--- config.mk ---
export PLATFORM = sky130hd
export DESIGN_NAME = alu_seq
export DESIGN_NICKNAME = d
export VERILOG_FILES = /design/src/rtl/alu_seq_pkg.sv /design/src/rtl/alu_seq.sv
export SDC_FILE = /design/constraint.sdc
export NUM_CORES = 1
export LEC_CHECK = 0
export CAP_MARGIN = 20
export CORE_UTILIZATION = 43
export CTS_CLUSTER_DIAMETER = 60
export CTS_CLUSTER_SIZE = 40
export DETAILED_ROUTE_END_ITERATION = 10
export GPL_TIMING_DRIVEN = 0
export HOLD_SLACK_MARGIN = 0.05
export PLACE_DENSITY = 0.81
export SLEW_MARGIN = 10
export SYNTH_ARGS = -nofsm -noshare
export SYNTH_HDL_FRONTEND = slang
export SYNTH_SLANG_ARGS = --single-unit
export TNS_END_PERCENT = 5
--- constraint.sdc ---
create_clock -name clk -period 2.05 [get_ports clk]
set_input_delay 0.41 -clock clk [delete_from_list [all_inputs] [get_ports clk]]
set_output_delay 0.41 -clock clk [all_outputs]
set_load 0.005 [all_outputs]
--- src/rtl/alu_seq_pkg.sv ---
// alu_seq_pkg: opcodes, sequencer state encoding and opcode legality check shared by alu_seq
package alu_seq_pkg;

    localparam logic [2:0] OP_ADD = 3'b000;
    localparam logic [2:0] OP_SUB = 3'b001;
    localparam logic [2:0] OP_AND = 3'b010;
    localparam logic [2:0] OP_OR  = 3'b011;
    localparam logic [2:0] OP_SHL = 3'b100;
    localparam logic [2:0] OP_NOP = 3'b111;

    typedef enum logic [1:0] {IDLE, EXEC, RESP} state_t;

    function automatic logic is_legal_op(input logic [2:0] op);
        return op inside {OP_ADD, OP_SUB, OP_AND, OP_OR, OP_SHL};
    endfunction

endpackage

--- src/rtl/alu_seq.sv ---
// alu_seq: command sequencer driving an external 32-bit ALU; optional perf counters under ALU_SEQ_PERF_EN
module alu_seq
    import alu_seq_pkg::*;
#(
    parameter int DATA_W  = 32,
    parameter int SHAMT_W = 5
) (
    input  logic               clk,
    input  logic               reset,
    input  logic               cmd_valid,
    output logic               cmd_ready,
    input  logic [2:0]         cmd_op,
    input  logic [DATA_W-1:0]  cmd_a,
    input  logic [DATA_W-1:0]  cmd_b,
    input  logic [SHAMT_W-1:0] cmd_shamt,
    output logic               rsp_valid,
    input  logic               rsp_ready,
    output logic [DATA_W-1:0]  rsp_y,
    output logic               rsp_cout,
    output logic               rsp_zero,
    output logic               rsp_err,
    output logic [DATA_W-1:0]  alu_a,
    output logic [DATA_W-1:0]  alu_b,
    output logic [2:0]         alu_op,
    input  logic [DATA_W-1:0]  alu_y,
    input  logic               alu_cout,
    input  logic               alu_zero
`ifdef ALU_SEQ_PERF_EN
    ,
    output logic [31:0]        perf_cmds,
    output logic [31:0]        perf_busy
`endif
);

    state_t             state;
    logic [2:0]         op_r;
    logic [DATA_W-1:0]  b_r;
    logic [DATA_W-1:0]  work;
    logic [SHAMT_W-1:0] count;

    assign cmd_ready = state == IDLE;
    assign rsp_valid = state == RESP;

    // ALU lines are live only in EXEC; elsewhere the ALU sees a NOP with zero operands
    always_comb begin
        alu_op = state == EXEC ? op_r : OP_NOP;
        alu_a  = state == EXEC ? work : '0;
        alu_b  = state == EXEC ? b_r : '0;
    end

    // IDLE -> EXEC -> RESP -> IDLE, with illegal-op and zero-shift shortcuts straight to RESP
    always_ff @(posedge clk) begin
        if (reset) begin
            state    <= IDLE;
            op_r     <= OP_NOP;
            b_r      <= '0;
            work     <= '0;
            count    <= '0;
            rsp_y    <= '0;
            rsp_cout <= 1'b0;
            rsp_zero <= 1'b0;
            rsp_err  <= 1'b0;
        end else begin
            case (state)
                IDLE: if (cmd_valid) begin
                    op_r  <= cmd_op;
                    b_r   <= cmd_op == OP_SHL ? '0 : cmd_b;
                    work  <= cmd_a;
                    count <= cmd_shamt;
                    if (!is_legal_op(cmd_op)) begin
                        state    <= RESP;
                        rsp_y    <= '0;
                        rsp_cout <= 1'b0;
                        rsp_zero <= 1'b1;
                        rsp_err  <= 1'b1;
                    end else if (cmd_op == OP_SHL && cmd_shamt == '0) begin
                        state    <= RESP;
                        rsp_y    <= cmd_a;
                        rsp_cout <= 1'b0;
                        rsp_zero <= cmd_a == '0;
                        rsp_err  <= 1'b0;
                    end else begin
                        state   <= EXEC;
                        rsp_err <= 1'b0;
                    end
                end
                EXEC: begin
                    rsp_y    <= alu_y;
                    rsp_cout <= alu_cout;
                    rsp_zero <= alu_zero;
                    count    <= count - SHAMT_W'(1);
                    if (op_r == OP_SHL) work <= alu_y;
                    if (op_r != OP_SHL || count == SHAMT_W'(1)) state <= RESP;
                end
                RESP: if (rsp_ready) state <= IDLE;
                default: state <= IDLE;
            endcase
        end
    end

`ifdef ALU_SEQ_PERF_EN
    // free-running counters of consumed responses and non-idle cycles
    always_ff @(posedge clk) begin
        if (reset) begin
            perf_cmds <= '0;
            perf_busy <= '0;
        end else begin
            if (rsp_valid && rsp_ready) perf_cmds <= perf_cmds + 32'd1;
            if (state != IDLE) perf_busy <= perf_busy + 32'd1;
        end
    end
`endif

endmodule

==> results of run 1 <==
cell type report:
type / instances / area [um^2]
sequential: 109 / 2180
tap: 140 / 175
clock inverter: 6 / 76.3
clock buffer: 10 / 229
inverter: 4 / 15.0
timing repair buffer: 225 / 2000
multi-input combinational: 440 / 2690
buffer: 59 / 430
fill: 890 / 3280
cells in the mapped netlist (all sizes together):
cell / instances
dfxtp: 109
nand2: 109
nor2: 77
and2: 67
a311oi: 66
a21oi: 41
clkbuf: 37
a22oi: 32
buf: 22
nor4: 8
inv: 4
nand2b: 4
nand3b: 4
a211o: 3
a221oi: 3
nor2b: 3
ha: 2
nand3: 2
nand4: 2
nor3: 2
o21a: 2
o21bai: 2
or4: 2
a21boi: 1
a2bb2oi: 1
nor4b: 1
o211ai: 1
o21ai: 1
o21ba: 1
o22ai: 1
o41ai: 1
or3b: 1
power groups by stage:
| stage | logic [mW] | clock network, mW | registers (mW) |
|---|---|---|---|
| 6_report | 1.36 | 1.82 | 2.43 |
| 4_1_cts | 1.29 | 1.82 | 2.42 |
| 2_1_floorplan | 0.597 | 0 | 2.44 |
| 3_5_place_dp | 1.21 | 0 | 2.47 |
| 3_3_place_gp | 1.18 | 0 | 2.46 |
| 5_1_grt | 1.46 | 1.95 | 2.45 |
registers in the layout, indices dropped and copies added (netlist names):
signal / count
b_r: 32
count: 5
op_r: 3
rsp_cout: 1
rsp_err: 1
rsp_y: 32
rsp_zero: 1
state: 2
work: 32
worst reg2reg max path, cell delays in order, from the launching register on:
cell and delay [ps]:
dfxtp_2 340, buf_4 110, nor2_1 40, nor2_1 450
clkbuf_1 520, o21bai_1 190, a221oi_1 250
logic make-up after synthesis:
| logic type | count (synthesis) |
|---|---|
| buf+inv | 63 |
| flops | 109 |
| compound gates | 156 |
| fa+ha+maj | 2 |
| simple gates | 282 |
per-layer routing:
layer / wire, um / part of all wire / track usage
met5: 0 / 0 / 0
met4: 476 / 0.025 / 0.121
met3: 2020 / 0.11 / 0.0871
met2: 9180 / 0.49 / 0.527
met1: 7230 / 0.38 / 0.371
worst max-delay path by stage:
stage	depth (start not counted)	to	startpoint	slack, ps
detailed placement	8	rsp_y[8]	cmd_op[2]	-720
CTS	6	alu_a[1]	state[0]	-200
global placement	8	rsp_y[7]	cmd_op[2]	-650
floorplan	7	rsp_y[11]	cmd_op[0]	310
finish	7	alu_b[1]	state[0]	-80
global route	8	alu_a[17]	state[0]	-120
repair_timing:
item,CTS,global route
setup buffers,7,4
resized for setup,213,95
pin swaps,6,8
endpoints found under the setup margin,132,151
cloned,3,0
==> flow_summary.toml, run 1 <==
[floorplanning]
die_area_mm2 = 0.0120
io_pins = 214
fp.dieH_um = 110
std_cell_rows = 38
floorplan.initialDensity = 0.449
coreArea_mm2 = 0.0111
die_x_um = 110

[critical_path]
worstSetupStartpointType = "flip-flop"
rr_worst_depth = 6
cp_data_required_time_ps = 1640
critPathCaptureType = "output pin"
worst-path-buf-inv = 5
r2r_slack_ps = 40
path_class = "flip-flop to output pin"
crit_chain = "buf_6 -> nor2b_4 -> buf_6 -> bufbuf_16 -> clkbuf_16 -> and2_1 -> buf_2"
critPathMaxFanout = 5
critPathSlowestCell = "dfxtp_2"
timing.rr.end = "state[1]"
cpLargestDelayFamily = "buffers and inverters"
r2r-start = "state[0]"
cp_slowest_stage_delay_ps = 330
cp_data_arrival_time_ps = 1720
crit_path_frequent_cell = "buf_6"

[yosys]
syn_avg_cell_area_um2 = 8.13
synth_warnings = 0
synth_compound_area_frac = 0.239
synthSimpleGateAreaFrac = 0.263
synth.mux.area_fraction = 0
seq_area_frac_synth = 0.439
synth_nets = 724
ys_ff_latch = 109
synth_xor_area_frac = 0
yosysTopAreaCell = "dfxtp_1"
synth_top_family_by_area = "simple AND/OR/NAND/NOR gates"
synth.area.top_cells = "dfxtp_1, a311oi_1, and2_1"
synth_area_mm2 = 0.00497
yosys.area_share.adder = 0.00503
yosysTopAreaCellShare = 0.439
synth.distinct_cells = 35
syn-instance-count = 612

[grt]
first_global_vias = 5575
antenna_found_initial = 0
grt_max_degree = 20
grt_usage = 0.311
grt_pass1_wl_um = 28500
overflow = 0

[hold_path]
holdPathEnd = "op_r[0]"
hp-class = "primary input to flip-flop"
worstHoldStart = "cmd_op[0]"
min_path_cells = 3

[timing]
finalHoldViolCount = 0
post-route-min-period_ps = 2130
skew_ps = 9.76
fin_ws_ps = -84.9
rsz0062_at_grt = "true"
drv_slew = 0
maxSlewHeadroom = 0.580
setup_viol = 36
tns_ps = -1700
tightest_slew_ps = 629
fin_hold_ws_ps = 412
fin_crit_sh = 1.04
max_freq_mhz = 468

[cells_and_area]
num_antenna_cells = 0
stdcell_area_mm2 = 0.00780
layout-drive-gt1-share = 0.193
final_cell_mix = "clkdlybuf4s50_1, nand2_1, dfxtp_1"
nNetsFinal = 960
stdcell_count = 993
area_delta_synth_final_pct = 56.8
fin_util = 0.704
layout.cells.most_common = "clkdlybuf4s50_1"

[drt]
drtPass1Iterations = 5
routed_wl_um = 18900
post_drt_wl_per_cell_um = 19.0
vias_per_cell = 5.75
vias = 5706
ant_nets = 0
drc = 0
drt_iter0_markers = 382

[clock_tree]
cts_root_buf = "clkbuf_16"
htreeDepth = 3
clk_latency_ps = 350
clkTransAtPathRegs_ps = 80
cts_buffer_depth = 2
numCtsBuffers = 9
holdBufCountCts = 0
clock_sinks = 109
cts_tree = "built"

[place]
placedCellCount = 963
port_buffers = 211
place_area_mm2 = 0.00726
pre_cts_slack_ps = -721
place_congestion = 0.893
detailedPlacementHpwl_um = 13400

[power]
power_leakage_nw = 3.22
finalPower_mw = 5.61
switching_power_mw = 1.64
p_per_area_mw_per_mm2 = 719
clkPwrFrac = 0.325
max-vdd-ir-drop_uv = 438
pwr-share-seq = 0.433
combPwrFrac = 0.242
p_sw_frac = 0.292
p_int_mw = 3.97

[outcome]
status = "finished with violations"
failed_checks = "negative setup slack"

[flow_run]
drv_cap = 0
Note: power is estimated with default switching activity, not from simulation.
==> inputs of run 2 (changes only) <==
- ABC_AREA: default -> 1
- CORE_UTILIZATION: 43 -> 44
- PLACE_DENSITY: 0.81 -> 0.8
==> run 2 against run 1 <==
The flow still finishes with violations (negative setup slack). Die area up 8.7%. Wire length shrank 1.4%. Synthesized cell count grew 28%. Area after synthesis rose by 11%. Design area grew 5.7%. Global-route usage down 2.7 points. Critical endpoint is now alu_op[0]. Largest cell class unchanged.
==> flow_summary.toml, run 2 <==
[outcome]
status = "finished with violations"
failed_checks = "negative setup slack"

[timing]
rsz0062_at_grt = "true"
tightest_slew_ps = 729
fin_ws_ps = -71.5
fin_crit_sh = 1.03
fin_hold_ws_ps = 460
post-route-min-period_ps = 2120
drv_slew = 0
finalHoldViolCount = 0
skew_ps = 5.29
maxSlewHeadroom = 0.514
setup_viol = 3
max_freq_mhz = 471

[cells_and_area]
stdcell_count = 1176
layout.cells.most_common = "clkdlybuf4s50_1"
largestRegisters = "b_r: 32 flops, rsp_y: 32 flops, work: 32 flops"
area_delta_synth_final_pct = 48.9
layout-drive-gt1-share = 0.107
nNetsFinal = 1115
fin_util = 0.678
num_antenna_cells = 0
n_fill_cell = 1067
final_cell_mix = "clkdlybuf4s50_1, nor2_1, nand2_1"
regArea_mm2 = 0.00218
stdcell_area_mm2 = 0.00825
multiInputGateArea_mm2 = 0.00259

[drt]
ant_nets = 0
drtPass1Iterations = 5
vias_per_cell = 5.03
post_drt_wl_per_cell_um = 15.8
drt_iter0_markers = 504
vias = 5910
routed_wl_um = 18600
drc = 0

[floorplanning]
floorplan.initialDensity = 0.456
fp.dieH_um = 114
io_pins = 214
coreArea_mm2 = 0.0122
die_x_um = 114
std_cell_rows = 40
die_area_mm2 = 0.0130

[yosys]
seq_area_frac_synth = 0.394
synth_nets = 894
synthFlopType = "dfxtp_1"
yosysTopAreaCell = "dfxtp_1"
synth_most_common_cell = "nor2_1"
ys_ff_latch = 109
synth.distinct_cells = 35
synth_warnings = 0
synth_area_mm2 = 0.00554
syn-instance-count = 782
yosysTopAreaCellShare = 0.394
syn_avg_cell_area_um2 = 7.08
synth_commonest_cells = "nor2_1, nand2_1, inv_1, dfxtp_1, a21oi_1"
synthArstFlopShare = 0
synth.area.top_cells = "dfxtp_1, nor2_1, nand2_1"
synth-edff-count = 0

[clock_tree]
cts_root_buf = "clkbuf_16"
clkTransAtPathRegs_ps = 80
cts_buffer_depth = 2
htreeDepth = 3
holdBufCountCts = 0
clock_sinks = 109
clk_latency_ps = 360
cts_resized = 73
cts_setup_buffers = 0
cts_tree = "built"
numCtsBuffers = 9

[hold_path]
holdPathEnd = "work[21]"
hp-class = "flip-flop to flip-flop"
min_path_cells = 2
worstHoldStart = "work[21]"

[critical_path]
cp_data_arrival_time_ps = 1710
cp_slowest_stage_delay_ps = 470
r2r_slack_ps = 410
timing.rr.end = "work[20]"
worstSetupStartpointType = "flip-flop"
path_class = "flip-flop to output pin"
crit_chain = "inv_2 -> nand2_4 -> inv_2 -> nand2_1 -> clkdlybuf4s50_1"
rr_worst_depth = 9
critPathMaxFanout = 17
critPathSlowestCell = "clkdlybuf4s50_1"
r2r-start = "state[1]"
cp_data_required_time_ps = 1640
crit_path_frequent_cell = "inv_2"
critPathCaptureType = "output pin"

[power]
power_leakage_nw = 3.83
max-vdd-ir-drop_uv = 595
p_per_area_mw_per_mm2 = 803

[grt]
grt_max_degree = 20
antenna_found_initial = 0
first_global_vias = 5432
grt_usage = 0.283
overflow = 0
grt_pass1_wl_um = 28100

[place]
port_buffers = 212
detailedPlacementHpwl_um = 14000
placedCellCount = 1162
pre_cts_slack_ps = -263
place_congestion = 0.900
place_area_mm2 = 0.00787

[flow_run]
drv_cap = 0
[run 2: cell types whose count changed after synthesis, sizes merged, moves of 10 or more]
cell    previous run  this run
nor2              77       136
buf               22        35
clkbuf            37        19
a31oi              0        10
a211oi             0        32
inv                4       119
o21ai              1        79
and2              67         0
a21oi             41        75
a311oi            66         0
a22oi             32         0
nand2            109       125
[run 2: metrics by stage]
step                      setup TNS [ps]  total power, mW
after floorplan                        0             3.69
after global placement            -18290             4.52
after detailed placement          -19120             4.55
after CTS                          -2000             6.64
after global routing                -374             6.93
final                               -151             6.63
[run 2: layout make-up]
cell class | count | area share
plain buffers | 52 | 0.0460
clock buffers | 9 | 0.0273
clock inverters | 7 | 0.0155
inverters | 119 | 0.0545
multi-input cells | 500 | 0.314
flip-flops and latches | 109 | 0.265
well taps | 168 | 0.0255
repair buffers | 212 | 0.253
[run 2: routing by layer]
metal,global-route usage,wire length (um)
met5,0,0
met4,0.124,600
met3,0.0566,1180
met2,0.461,8580
met1,0.364,8270
[run 2: worst max-delay path by stage]
stage	start	endpoint	slack, ps
CTS	state[1]	alu_a[25]	-170
detailed placement	cmd_op[1]	rsp_y[27]	-260
global route	state[1]	alu_op[2]	-130
finish	state[1]	alu_op[0]	-70
global placement	cmd_op[1]	rsp_y[23]	-250
floorplan	state[1]	alu_a[10]	540
[run 2: critical path, delay by kind of cell (launching register included)]
family | cells | cell delay (ps)
buffers and inverters | 3 | 790
flip-flops | 1 | 340
AND/OR/NAND/NOR | 2 | 220
[run 2: kinds of logic (layout without fill, tap and decap cells)]
| group | after synthesis | after routing | share of synthesized area |
|---|---|---|---|
| AOI/OAI and AO/OA | 223 | 223 | 0.261 |
| DFF | 109 | 109 | 0.394 |
| buffers and inverters | 173 | 399 | 0.142 |
| xor gates and xnor gates | 1 | 1 | 0.00158 |
| and+or+nand+nor | 274 | 274 | 0.197 |
| adders and majority gates | 2 | 2 | 0.00452 |
[run 2: report_power, final]
part / switching, mW / internal [mW]
Clock: 0.870 / 1.22
Sequential: 0.130 / 2.41
Combinational: 1.07 / 0.926
==> inputs of run 3 (changes only) <==
- CTS_CLUSTER_SIZE: 40 -> 8
==> results of run 3 <==
No change in the layout: final DEF, timing and power equal those of run 2.
